**src/rtl/core_pkg.sv**
```systemverilog
// Shared pipeline types and constants for the hazard controller.
package core_pkg;

  typedef enum logic [1:0] {
    RUN      = 2'd0,
    MEM_WAIT = 2'd1,
    ERROR    = 2'd2
  } hazard_state_e;

  localparam int unsigned REG_ADDR_W = 5;
  localparam logic [31:0] NOP_INSTR  = 32'h0000_0013;

  // True when a source operand that is actually read matches a nonzero destination.
  function automatic logic src_hits_rd(input logic                  uses,
                                       input logic [REG_ADDR_W-1:0] src,
                                       input logic [REG_ADDR_W-1:0] rd);
    return uses && (rd != '0) && (src == rd);
  endfunction

endpackage

```
**src/rtl/pipe_hazard_ctrl_if.sv**
```systemverilog
// Hazard-controller signal bundle: pipeline status in, stall/flush controls out.
interface pipe_hazard_ctrl_if
  import core_pkg::*;
#(
  parameter int unsigned CNT_W = 32
);
  logic [REG_ADDR_W-1:0] id_rs1_addr;
  logic [REG_ADDR_W-1:0] id_rs2_addr;
  logic                  id_uses_rs1;
  logic                  id_uses_rs2;
  logic [REG_ADDR_W-1:0] ex_rd_addr;
  logic                  ex_mem_read;
  logic                  ex_branch_taken;
  logic                  mem_req;
  logic                  mem_ready;
  logic                  wb_valid;

  logic                  pc_stall;
  logic                  if_id_stall;
  logic                  if_id_flush;
  logic                  id_ex_stall;
  logic                  id_ex_flush;
  logic                  ex_mem_stall;
  logic                  mem_wb_bubble;
  logic [1:0]            state_o;
  logic                  err_o;
  logic [CNT_W-1:0]      stall_cycles_o;
  logic [63:0]           retired_o;

  // Pipeline side: drives status, observes controls.
  modport master (
    output id_rs1_addr, id_rs2_addr, id_uses_rs1, id_uses_rs2, ex_rd_addr, ex_mem_read,
           ex_branch_taken, mem_req, mem_ready, wb_valid,
    input  pc_stall, if_id_stall, if_id_flush, id_ex_stall, id_ex_flush, ex_mem_stall,
           mem_wb_bubble, state_o, err_o, stall_cycles_o, retired_o
  );

  // Controller side.
  modport slave (
    input  id_rs1_addr, id_rs2_addr, id_uses_rs1, id_uses_rs2, ex_rd_addr, ex_mem_read,
           ex_branch_taken, mem_req, mem_ready, wb_valid,
    output pc_stall, if_id_stall, if_id_flush, id_ex_stall, id_ex_flush, ex_mem_stall,
           mem_wb_bubble, state_o, err_o, stall_cycles_o, retired_o
  );
endinterface

```
**src/rtl/pipe_hazard_ctrl_perf_counters.sv**
```systemverilog
// Performance counters: saturating stall-cycle count and wrapping retire count.
module perf_counters #(
  parameter int unsigned CNT_W = 32
) (
  input  logic             clk,
  input  logic             rst,
  input  logic             stall_inc,
  input  logic             retire_inc,
  output logic [CNT_W-1:0] stall_cycles,
  output logic [63:0]      retired
);

  logic [CNT_W-1:0] stall_q;
  logic [63:0]      retired_q;

  // Stall counter sticks at all-ones instead of wrapping.
  always_ff @(posedge clk or posedge rst) begin
    if (rst) begin
      stall_q <= '0;
    end else if (stall_inc && (stall_q != '1)) begin
      stall_q <= stall_q + 1'b1;
    end
  end

  // Retire counter wraps modulo 2^64.
  always_ff @(posedge clk or posedge rst) begin
    if (rst) begin
      retired_q <= '0;
    end else if (retire_inc) begin
      retired_q <= retired_q + 64'd1;
    end
  end

  assign stall_cycles = stall_q;
  assign retired      = retired_q;

endmodule

```
**src/rtl/pipe_hazard_ctrl.sv**
```systemverilog
// Central stall/flush controller for the 5-stage pipeline.
module pipe_hazard_ctrl
  import core_pkg::*;
#(
  parameter int unsigned MEM_TIMEOUT = 256,
  parameter int unsigned CNT_W       = 32
) (
  input logic               clk,
  input logic               rst,
  pipe_hazard_ctrl_if.slave bus
);

  localparam int unsigned TimerW = $clog2(MEM_TIMEOUT + 1);

  hazard_state_e     state_q, state_d;
  logic [TimerW-1:0] timer_q, timer_d;

  logic load_use;
  logic mem_wait;
  logic freeze;

  assign load_use = bus.ex_mem_read &&
                    (src_hits_rd(bus.id_uses_rs1, bus.id_rs1_addr, bus.ex_rd_addr) ||
                     src_hits_rd(bus.id_uses_rs2, bus.id_rs2_addr, bus.ex_rd_addr));
  assign mem_wait = bus.mem_req && !bus.mem_ready;
  assign freeze   = (state_q == ERROR) || mem_wait;

  // State and wait-timer registers.
  always_ff @(posedge clk or posedge rst) begin
    if (rst) begin
      state_q <= RUN;
      timer_q <= '0;
    end else begin
      state_q <= state_d;
      timer_q <= timer_d;
    end
  end

  // Next state: enter wait on a stalled access, time it out into the absorbing error state.
  always_comb begin
    state_d = state_q;
    timer_d = timer_q;
    case (state_q)
      RUN: begin
        if (mem_wait) begin
          state_d = MEM_WAIT;
          timer_d = TimerW'(1);
        end
      end
      MEM_WAIT: begin
        if (!mem_wait) begin
          state_d = RUN;
          timer_d = '0;
        end else if (timer_q == TimerW'(MEM_TIMEOUT)) begin
          state_d = ERROR;
        end else begin
          timer_d = timer_q + 1'b1;
        end
      end
      ERROR: begin
        state_d = ERROR;
      end
      default: begin
        state_d = RUN;
        timer_d = '0;
      end
    endcase
  end

  // Prioritised pipeline controls: freeze > branch squash > load-use stall.
  always_comb begin
    bus.pc_stall      = 1'b0;
    bus.if_id_stall   = 1'b0;
    bus.if_id_flush   = 1'b0;
    bus.id_ex_stall   = 1'b0;
    bus.id_ex_flush   = 1'b0;
    bus.ex_mem_stall  = 1'b0;
    bus.mem_wb_bubble = 1'b0;
    if (!rst) begin
      if (freeze) begin
        bus.pc_stall      = 1'b1;
        bus.if_id_stall   = 1'b1;
        bus.id_ex_stall   = 1'b1;
        bus.ex_mem_stall  = 1'b1;
        bus.mem_wb_bubble = 1'b1;
      end else if (bus.ex_branch_taken) begin
        // The ID instruction is squashed, so any load-use on it is moot.
        bus.if_id_flush = 1'b1;
        bus.id_ex_flush = 1'b1;
      end else if (load_use) begin
        bus.pc_stall    = 1'b1;
        bus.if_id_stall = 1'b1;
        bus.id_ex_flush = 1'b1;
      end
    end
  end

  assign bus.state_o = state_q;
  assign bus.err_o   = (state_q == ERROR);

  perf_counters #(
    .CNT_W(CNT_W)
  ) u_perf_counters (
    .clk         (clk),
    .rst         (rst),
    .stall_inc   (bus.pc_stall),
    .retire_inc  (bus.wb_valid),
    .stall_cycles(bus.stall_cycles_o),
    .retired     (bus.retired_o)
  );

endmodule

```
**src/flat_wrapper.sv**
```systemverilog
// flat-port wrapper written by rule: the top's interface ports become plain ports
module pipe_hazard_ctrl_flat import core_pkg::*;
#(
  parameter int unsigned MEM_TIMEOUT = 256,
  parameter int unsigned CNT_W       = 32
)
  (clk, rst, bus_id_rs1_addr, bus_id_rs2_addr, bus_id_uses_rs1, bus_id_uses_rs2, bus_ex_rd_addr, bus_ex_mem_read, bus_ex_branch_taken, bus_mem_req, bus_mem_ready, bus_wb_valid, bus_pc_stall, bus_if_id_stall, bus_if_id_flush, bus_id_ex_stall, bus_id_ex_flush, bus_ex_mem_stall, bus_mem_wb_bubble, bus_state_o, bus_err_o, bus_stall_cycles_o, bus_retired_o);
  pipe_hazard_ctrl_if #(.CNT_W(CNT_W)) bus_i ();
  input logic clk;
  input logic rst;
  input wire logic [$bits(bus_i.id_rs1_addr)-1:0] bus_id_rs1_addr;
  input wire logic [$bits(bus_i.id_rs2_addr)-1:0] bus_id_rs2_addr;
  input wire logic [$bits(bus_i.id_uses_rs1)-1:0] bus_id_uses_rs1;
  input wire logic [$bits(bus_i.id_uses_rs2)-1:0] bus_id_uses_rs2;
  input wire logic [$bits(bus_i.ex_rd_addr)-1:0] bus_ex_rd_addr;
  input wire logic [$bits(bus_i.ex_mem_read)-1:0] bus_ex_mem_read;
  input wire logic [$bits(bus_i.ex_branch_taken)-1:0] bus_ex_branch_taken;
  input wire logic [$bits(bus_i.mem_req)-1:0] bus_mem_req;
  input wire logic [$bits(bus_i.mem_ready)-1:0] bus_mem_ready;
  input wire logic [$bits(bus_i.wb_valid)-1:0] bus_wb_valid;
  output wire logic [$bits(bus_i.pc_stall)-1:0] bus_pc_stall;
  output wire logic [$bits(bus_i.if_id_stall)-1:0] bus_if_id_stall;
  output wire logic [$bits(bus_i.if_id_flush)-1:0] bus_if_id_flush;
  output wire logic [$bits(bus_i.id_ex_stall)-1:0] bus_id_ex_stall;
  output wire logic [$bits(bus_i.id_ex_flush)-1:0] bus_id_ex_flush;
  output wire logic [$bits(bus_i.ex_mem_stall)-1:0] bus_ex_mem_stall;
  output wire logic [$bits(bus_i.mem_wb_bubble)-1:0] bus_mem_wb_bubble;
  output wire logic [$bits(bus_i.state_o)-1:0] bus_state_o;
  output wire logic [$bits(bus_i.err_o)-1:0] bus_err_o;
  output wire logic [$bits(bus_i.stall_cycles_o)-1:0] bus_stall_cycles_o;
  output wire logic [$bits(bus_i.retired_o)-1:0] bus_retired_o;
  assign bus_i.id_rs1_addr = bus_id_rs1_addr;
  assign bus_i.id_rs2_addr = bus_id_rs2_addr;
  assign bus_i.id_uses_rs1 = bus_id_uses_rs1;
  assign bus_i.id_uses_rs2 = bus_id_uses_rs2;
  assign bus_i.ex_rd_addr = bus_ex_rd_addr;
  assign bus_i.ex_mem_read = bus_ex_mem_read;
  assign bus_i.ex_branch_taken = bus_ex_branch_taken;
  assign bus_i.mem_req = bus_mem_req;
  assign bus_i.mem_ready = bus_mem_ready;
  assign bus_i.wb_valid = bus_wb_valid;
  assign bus_pc_stall = bus_i.pc_stall;
  assign bus_if_id_stall = bus_i.if_id_stall;
  assign bus_if_id_flush = bus_i.if_id_flush;
  assign bus_id_ex_stall = bus_i.id_ex_stall;
  assign bus_id_ex_flush = bus_i.id_ex_flush;
  assign bus_ex_mem_stall = bus_i.ex_mem_stall;
  assign bus_mem_wb_bubble = bus_i.mem_wb_bubble;
  assign bus_state_o = bus_i.state_o;
  assign bus_err_o = bus_i.err_o;
  assign bus_stall_cycles_o = bus_i.stall_cycles_o;
  assign bus_retired_o = bus_i.retired_o;
  pipe_hazard_ctrl #(.MEM_TIMEOUT(MEM_TIMEOUT), .CNT_W(CNT_W)) u_core (.clk(clk), .rst(rst), .bus(bus_i));
endmodule
```
**config.mk**
```make
export PLATFORM = sky130hd
export DESIGN_NAME = pipe_hazard_ctrl_flat
export DESIGN_NICKNAME = d
export VERILOG_FILES = /design/src/rtl/core_pkg.sv /design/src/rtl/pipe_hazard_ctrl_if.sv /design/src/rtl/pipe_hazard_ctrl_perf_counters.sv /design/src/rtl/pipe_hazard_ctrl.sv /design/src/flat_wrapper.sv
export SDC_FILE = /design/constraint.sdc
export NUM_CORES = 1
export LEC_CHECK = 0
export CAP_MARGIN = 20
export CORE_ASPECT_RATIO = 0.5
export CORE_MARGIN = 4
export CORE_UTILIZATION = 45
export CTS_CLUSTER_SIZE = 25
export DETAILED_ROUTE_END_ITERATION = 10
export GPL_ROUTABILITY_DRIVEN = 1
export PLACE_DENSITY = 0.74
export SLEW_MARGIN = 20
export SYNTH_ARGS = -nofsm -noshare
export SYNTH_HDL_FRONTEND = slang
export SYNTH_SLANG_ARGS = --single-unit
```
**constraint.sdc**
```tcl
create_clock -name clk -period 5.5 [get_ports clk]
set_input_delay 1.1 -clock clk [delete_from_list [all_inputs] [get_ports clk]]
set_output_delay 1.1 -clock clk [all_outputs]
set_load 0.01 [all_outputs]
```
==> metrics.txt, run 1 <==
outcome=finished, final reports clean; worst endpoint required time=4.40 ns; Max Buffers Root-to-Sink=2; number of fill cells in the layout=876; Setup violations, final=0; post-synth cell types=47; Syn Nets=515; Antenna Nets Post-Route=0; commonest cells after routing, fill and taps aside=clkdlybuf4s50_1 (129), dfrtp_1 (107), xnor2_1 (68); P_leak=3.01 nW; post_cts resized=0; slew of the pin with the lowest slew margin=0.690 ns; gpl congestion=0.782; Setup WS post-layout=1.10 ns; register area share after synthesis=51.5%; critical path's top delay family=buffers and inverters; Root Driver=clkbuf_16; met3 usage=under 10%; FMAX=0.227 GHz; worst path bufs/invs=3; most used cell, CP=clkdlybuf4s50_1; CORE AREA=between 10000 and 15000 um2; Clock transition at path regs=0.07 ns; CP max stage delay=between 0.5 and 0.6 ns; CP startpoint kind=input port; gate count after technology mapping=487; Area growth, synth to finish=34.1%; met1 GRT Util=between 20% and 30%; FF+latch area=2680 um2; pre-CTS setup slack=1.11 ns; r2r setup slk=3.05 ns; Most Crowded Layer GR=met2; Vias/cell=5.29; Max-Cap Viols=0; Post-Route Setup TNS=0 ns; min Tclk post-route=4.40 ns; area taken by multi-input logic gates=2410 um2; PwrDens=264 nW/um2; number of buffers added on ports=129; Total GRT Usage=18.2%; final period utilization=~80%; FFs w/ async S/R, synth=100%; initial antenna violation count=0; clock latency on the worst-skew pair=0.34 ns; Hold Vio Cnt, Final=0; Nets=648; WS Path Type=input port to primary output; clock buffer count from CTS=9; Pins Over Slew Limit=0; RSZ-0062 raised after global routing=no; Total Routed Length=11.8 mm; Post-synth EDFFs=0; Die ar.=between 10000 and 15000 um2; Antenna Cells=0; Remaining Overflow, GRT=0; CP Capture Type=primary output; GRT met2 Usage=29.6%; share of cells above drive strength 1=approximately 6.2%; CTS tree=built; WP data arrival=3.30 ns; Worst Skew=roughly 0.011 ns; Post-CTS Setup Inserts=0; mapped cell area=5200 um2; via count=4074; Worst Path Max Fanout=10; Initial Util=a little under half; clk sinks=107; YS warnings=0; DRT iter0 DRCs=178; Main synth FF type=dfrtp_1; drt wl/cell=15.4 um; first-pass GRT wire length=20.4 mm; most common cell after layout, fill and taps aside=clkdlybuf4s50_1; Cell Chain, Critical Path=clkdlybuf4s50_1, or4_1, o21ai_0, nor3_1, a21oi_2, inv_2, clkdlybuf4s50_1; H-tree depth=3; CP max stage cell=or4_1; # IOs=130; DP HPWL=between 8 and 9 mm; drc violations=0; router iterations before antenna repair=4; worst min-delay path class=flop to flop; Mean Syn Cell Area=between 10 and 15 um2; CTS Hold Buffers Added=0; slew margin rel.=53.9%; die width=160 um; largest net degree at the start of global routing=55; #FFs+latches synth=between 100 and 150; num rows=27; Die Y=between 80 and 90 um; maximum VDD drop=196 uV; number of global-route vias before repair=4017
-- area by class of cell --
| type | instances | area share [%] |
|---|---|---|
| tap | 145 | 2.60 |
| inverter | 16 | 0.897 |
| timing repair buffer | 134 | 19.0 |
| sequential | 107 | 38.4 |
| clock buffer | 11 | 3.48 |
| multi-input combinational | 352 | 34.6 |
| clock inverter | 5 | 0.969 |
-- Yosys cell counts, drive strengths merged (2+ instances only) --
cell	number	area share [%]
a21oi	5	0.48
and2	6	0.72
and3	14	1.7
and4	11	1.9
buf	6	0.84
clkbuf	6	0.43
dfrtp	107	51
ha	4	0.96
inv	16	1.2
mux2	3	0.65
nand2	35	2.5
nand2b	2	0.24
nand3	32	3.1
nand4	35	4.6
nor2	28	2.2
nor2b	2	0.24
nor3	18	1.9
nor3b	4	0.58
nor4	15	2.0
o21ai	6	0.58
or2	4	0.48
or3	7	0.94
or4	2	0.29
xnor2	68	11
xor2	40	6.7
-- metal layers --
layer | part of all wire, % | wire length (um)
met1 | 48 | 5650
met2 | 47 | 5570
met3 | 4.4 | 520
met4 | 0.72 | 85
met5 | 0 | 0
-- final timing paths --
check,start,endpoint,cells after the start
setup / recovery,bus_ex_rd_addr[1],bus_pc_stall,7
hold / removal,u_core.u_perf_counters.retired[63]$_DFFE_PP0P_,u_core.u_perf_counters.retired[63]$_DFFE_PP0P_,1
setup reg to reg,u_core.u_perf_counters.retired[2]$_DFFE_PP0P_,u_core.u_perf_counters.retired[49]$_DFFE_PP0P_,6
hold reg to reg,u_core.u_perf_counters.retired[63]$_DFFE_PP0P_,u_core.u_perf_counters.retired[63]$_DFFE_PP0P_,1
max in group asynchronous,rst,u_core.u_perf_counters.retired[29]$_DFFE_PP0P_,3
min in group asynchronous,rst,u_core.timer_q[2]$_DFFE_PP0P_,3
-- state kept, by name, summed over array words and instances (netlist names) --
name and flops:
u_core.bus.state_o 2, u_core.u_perf_counters.stall_cycles 32, u_core.u_perf_counters.retired 64, u_core.timer_q 9
-- logic make-up (layout without fill, tap and decap cells) --
| group | Yosys count | in the layout | share of synthesized area [%] |
|---|---|---|---|
| buf+inv | 28 | 166 | 2.43 |
| fa+ha+maj | 4 | 4 | 0.962 |
| compound gates | 18 | 18 | 2.16 |
| flops | 107 | 107 | 51.5 |
| mux | 3 | 3 | 0.649 |
| xor+xnor | 108 | 108 | 18.2 |
| simple gates | 219 | 219 | 24.1 |
-- power by group --
part           internal, W  total (W)  switching, W
combinational     0.000154   0.000271      0.000117
sequential        0.000836   0.000902     0.0000662
clock             0.000373   0.000666      0.000293
total              0.00136    0.00184      0.000476
-- stage by stage --
stage | std cells | cell area, um2 | util, % | total power [W] | hold WS, ns
6_report | 770 | 6980 | 62.6 | 0.00184 | 0.489
3_5_place_dp | 754 | 6670 | 59.8 | 0.00119 | 0.477
4_1_cts | 770 | 6980 | 62.6 | 0.00186 | 0.488
3_3_place_gp | 754 | 6670 | 59.8 | 0.00119 | 0.478
2_1_floorplan | 487 | 5200 | - | 0.00104 | 0.503
5_1_grt | 770 | 6980 | 62.6 | 0.00193 | 0.510
Power figures use the tool's default switching activity.
==> run 2, diff against run 1 <==
==> constraint.sdc (replaced) <==
create_clock -name clk -period 4.5 [get_ports clk]
set_input_delay 0.9 -clock clk [delete_from_list [all_inputs] [get_ports clk]]
set_output_delay 0.9 -clock clk [all_outputs]
set_load 0.01 [all_outputs]
==> run 2 against run 1 <==
  * Global-route usage is 0.37 points lower
  * Hold slack got worse by 0.024 ns
  * Clock power increased by 22%
  * Wire length hardly changed
  * Count of clock-buffer cells in the layout decreased by 2
  * Combinational power up 23%
  * Critical path type unchanged
  * Largest cell class unchanged
==> metrics.txt, run 2 (synthesized netlist as in run 1, its figures left out) <==
H-tree depth=3 (unchanged); Area growth, synth to finish=34.1% (about the same); Switching Fraction=26.4% (+0.56 points); largest net degree at the start of global routing=66 (+20%); CP startpoint kind=input port; Max Buffers Root-to-Sink=2 (unchanged); most common cell after layout, fill and taps aside=clkdlybuf4s50_1; num rows=27 (unchanged); number of fill cells in the layout=922 (+5.3%); drt wl/cell=15.4 um (about the same); number of buffers added on ports=129 (unchanged); DRT iter0 DRCs=152 (-15%); drc violations=0 (unchanged); gpl congestion=0.801 (+2.4%); Max-Cap Viols=0 (unchanged); Antenna Nets Post-Route=0 (unchanged); Total Routed Length=11.8 mm (about the same); Total GRT Usage=17.8% (-0.37 points); FMAX=0.251 GHz; commonest cells after routing, fill and taps aside=clkdlybuf4s50_1 (129), dfrtp_1 (107), xnor2_1 (68); Hold Vio Cnt, Final=0 (unchanged); worst min-delay path class=flop to flop; CTS Hold Buffers Added=0 (unchanged); Post-Route Setup TNS=0 ns (unchanged); min Tclk post-route=3.99 ns; Root Driver=clkbuf_16; clock latency on the worst-skew pair=0.35 ns (about the same); PwrDens=322 nW/um2 (+22%); final period utilization=88.7%; max reg flops=64 (unchanged); Clock transition at path regs=0.07 ns (about the same); fin util=62.6% (about the same); FF+latch area=2680 um2 (unchanged); Post-CTS Setup Inserts=0 (unchanged); share of cells above drive strength 1=6.40% (+0.16 points); Gate power share=14.8% (about the same); post_cts resized=0 (unchanged); # IOs=130 (unchanged); Setup violations, final=0 (unchanged); via count=4033 (-1.0%); clock buffer count from CTS=9 (unchanged); number of global-route vias before repair=3992 (-0.62%); initial antenna violation count=0 (unchanged); slew margin rel.=45.0% (-8.9 points); area taken by multi-input logic gates=2410 um2 (unchanged); Int Pwr=0.00165 W (+21%); WP data arrival=3.09 ns (-0.21 ns); maximum VDD drop=278 uV (+42%); WS Path Type=input port to primary output; clk sinks=107 (unchanged); Setup WS post-layout=0.511 ns (-0.587 ns); Die ar.=13400 um2 (unchanged); die width=160 um (unchanged); outcome=finished, final reports clean; Worst Skew=0.00728 ns (-0.00386 ns); Initial Util=46.7% (unchanged); Remaining Overflow, GRT=0 (unchanged); CP Capture Type=primary output; Nets=648 (unchanged); Pins Over Slew Limit=0 (unchanged); Sequential Power Share=49.1% (about the same); DP HPWL=8.71 mm (+0.56%); clock group share of total power=36.1% (about the same); CORE AREA=11100 um2 (unchanged); Die Y=84.0 um (unchanged); Worst Path Max Fanout=10 (unchanged); worst endpoint required time=3.60 ns (-0.80 ns); slew of the pin with the lowest slew margin=0.825 ns (+0.135 ns); RSZ-0062 raised after global routing=no; Vias/cell=5.24 (-1.0%); pre-CTS setup slack=0.526 ns (-0.580 ns); Antenna Cells=0 (unchanged); P_leak=3.00 nW (-0.13%); CTS tree=built; overall power=0.00225 W (+22%); router iterations before antenna repair=4 (unchanged); first-pass GRT wire length=19.9 mm (-2.6%); NetSw=0.000594 W (+25%); worst hold margin=0.465 ns (-0.0239 ns)
==> run 2: power groups by stage <==
stage          registers (W)  clock network (W)  logic [W]
2_1_floorplan        0.00113                  0   0.000132
3_3_place_gp         0.00112                  0   0.000333
3_5_place_dp         0.00112                  0   0.000339
4_1_cts              0.00110           0.000834   0.000341
5_1_grt              0.00111           0.000875   0.000362
6_report             0.00110           0.000812   0.000332
==> run 2: cell type report <==
type	instances	area share [%]
timing repair buffer	134	19.0
clock inverter	7	1.24
sequential	107	38.4
inverter	16	0.914
multi-input combinational	352	34.6
clock buffer	9	3.23
tap	145	2.60
==> run 2: worst max-delay path, stage by stage <==
cell and delay [ns]:
clkdlybuf4s50_1 0.48, or4_1 0.54, o21ai_0 0.22, nor3_1 0.09
a21oi_2 0.21, inv_2 0.14, clkdlybuf4s50_1 0.50
==> run 2: path summary, 6_finish.rpt <==
path	slack [ns]	start	cells past startpoint	to
max	0.51	bus_ex_rd_addr[1]	7	bus_pc_stall
min	0.46	u_core.u_perf_counters.retired[63]$_DFFE_PP0P_	1	u_core.u_perf_counters.retired[63]$_DFFE_PP0P_
max reg2reg	2.02	u_core.u_perf_counters.retired[16]$_DFFE_PP0P_	6	u_core.u_perf_counters.retired[49]$_DFFE_PP0P_
min reg2reg	0.46	u_core.u_perf_counters.retired[63]$_DFFE_PP0P_	1	u_core.u_perf_counters.retired[63]$_DFFE_PP0P_
max in group asynchronous	2.19	rst	4	u_core.u_perf_counters.retired[32]$_DFFE_PP0P_
min in group asynchronous	1.26	rst	3	u_core.timer_q[5]$_DFFE_PP0P_
==> run 2: layer usage <==
metal / routed length (um) / part of all wire [%] / global-route usage (%) / up-vias
li1: - / - / - / 1969
met2: 5590 / 47 / 29.5 / 87
met3: 559 / 4.7 / 4.39 / 11
met5: 0 / 0 / 0 / -
met1: 5560 / 47 / 23.7 / 1966
met4: 112 / 0.95 / 4.45 / 0
==> run 2: per-stage QoR <==
step	instances	cell area [um2]
6_report	770	6980
5_1_grt	770	6980
3_3_place_gp	754	6670
4_1_cts	770	6980
3_5_place_dp	754	6670
2_1_floorplan	487	5210
==> run 3, diff against run 2 <==
--- a/config.mk
+++ b/config.mk
@@ -5,7 +5,6 @@
 export SDC_FILE = /design/constraint.sdc
 export NUM_CORES = 1
 export LEC_CHECK = 0
-export CAP_MARGIN = 20
 export CORE_ASPECT_RATIO = 0.5
 export CORE_MARGIN = 4
 export CORE_UTILIZATION = 45
==> results of run 3 <==
Same layout as run 2: the final DEF is identical, and so are final timing and power.
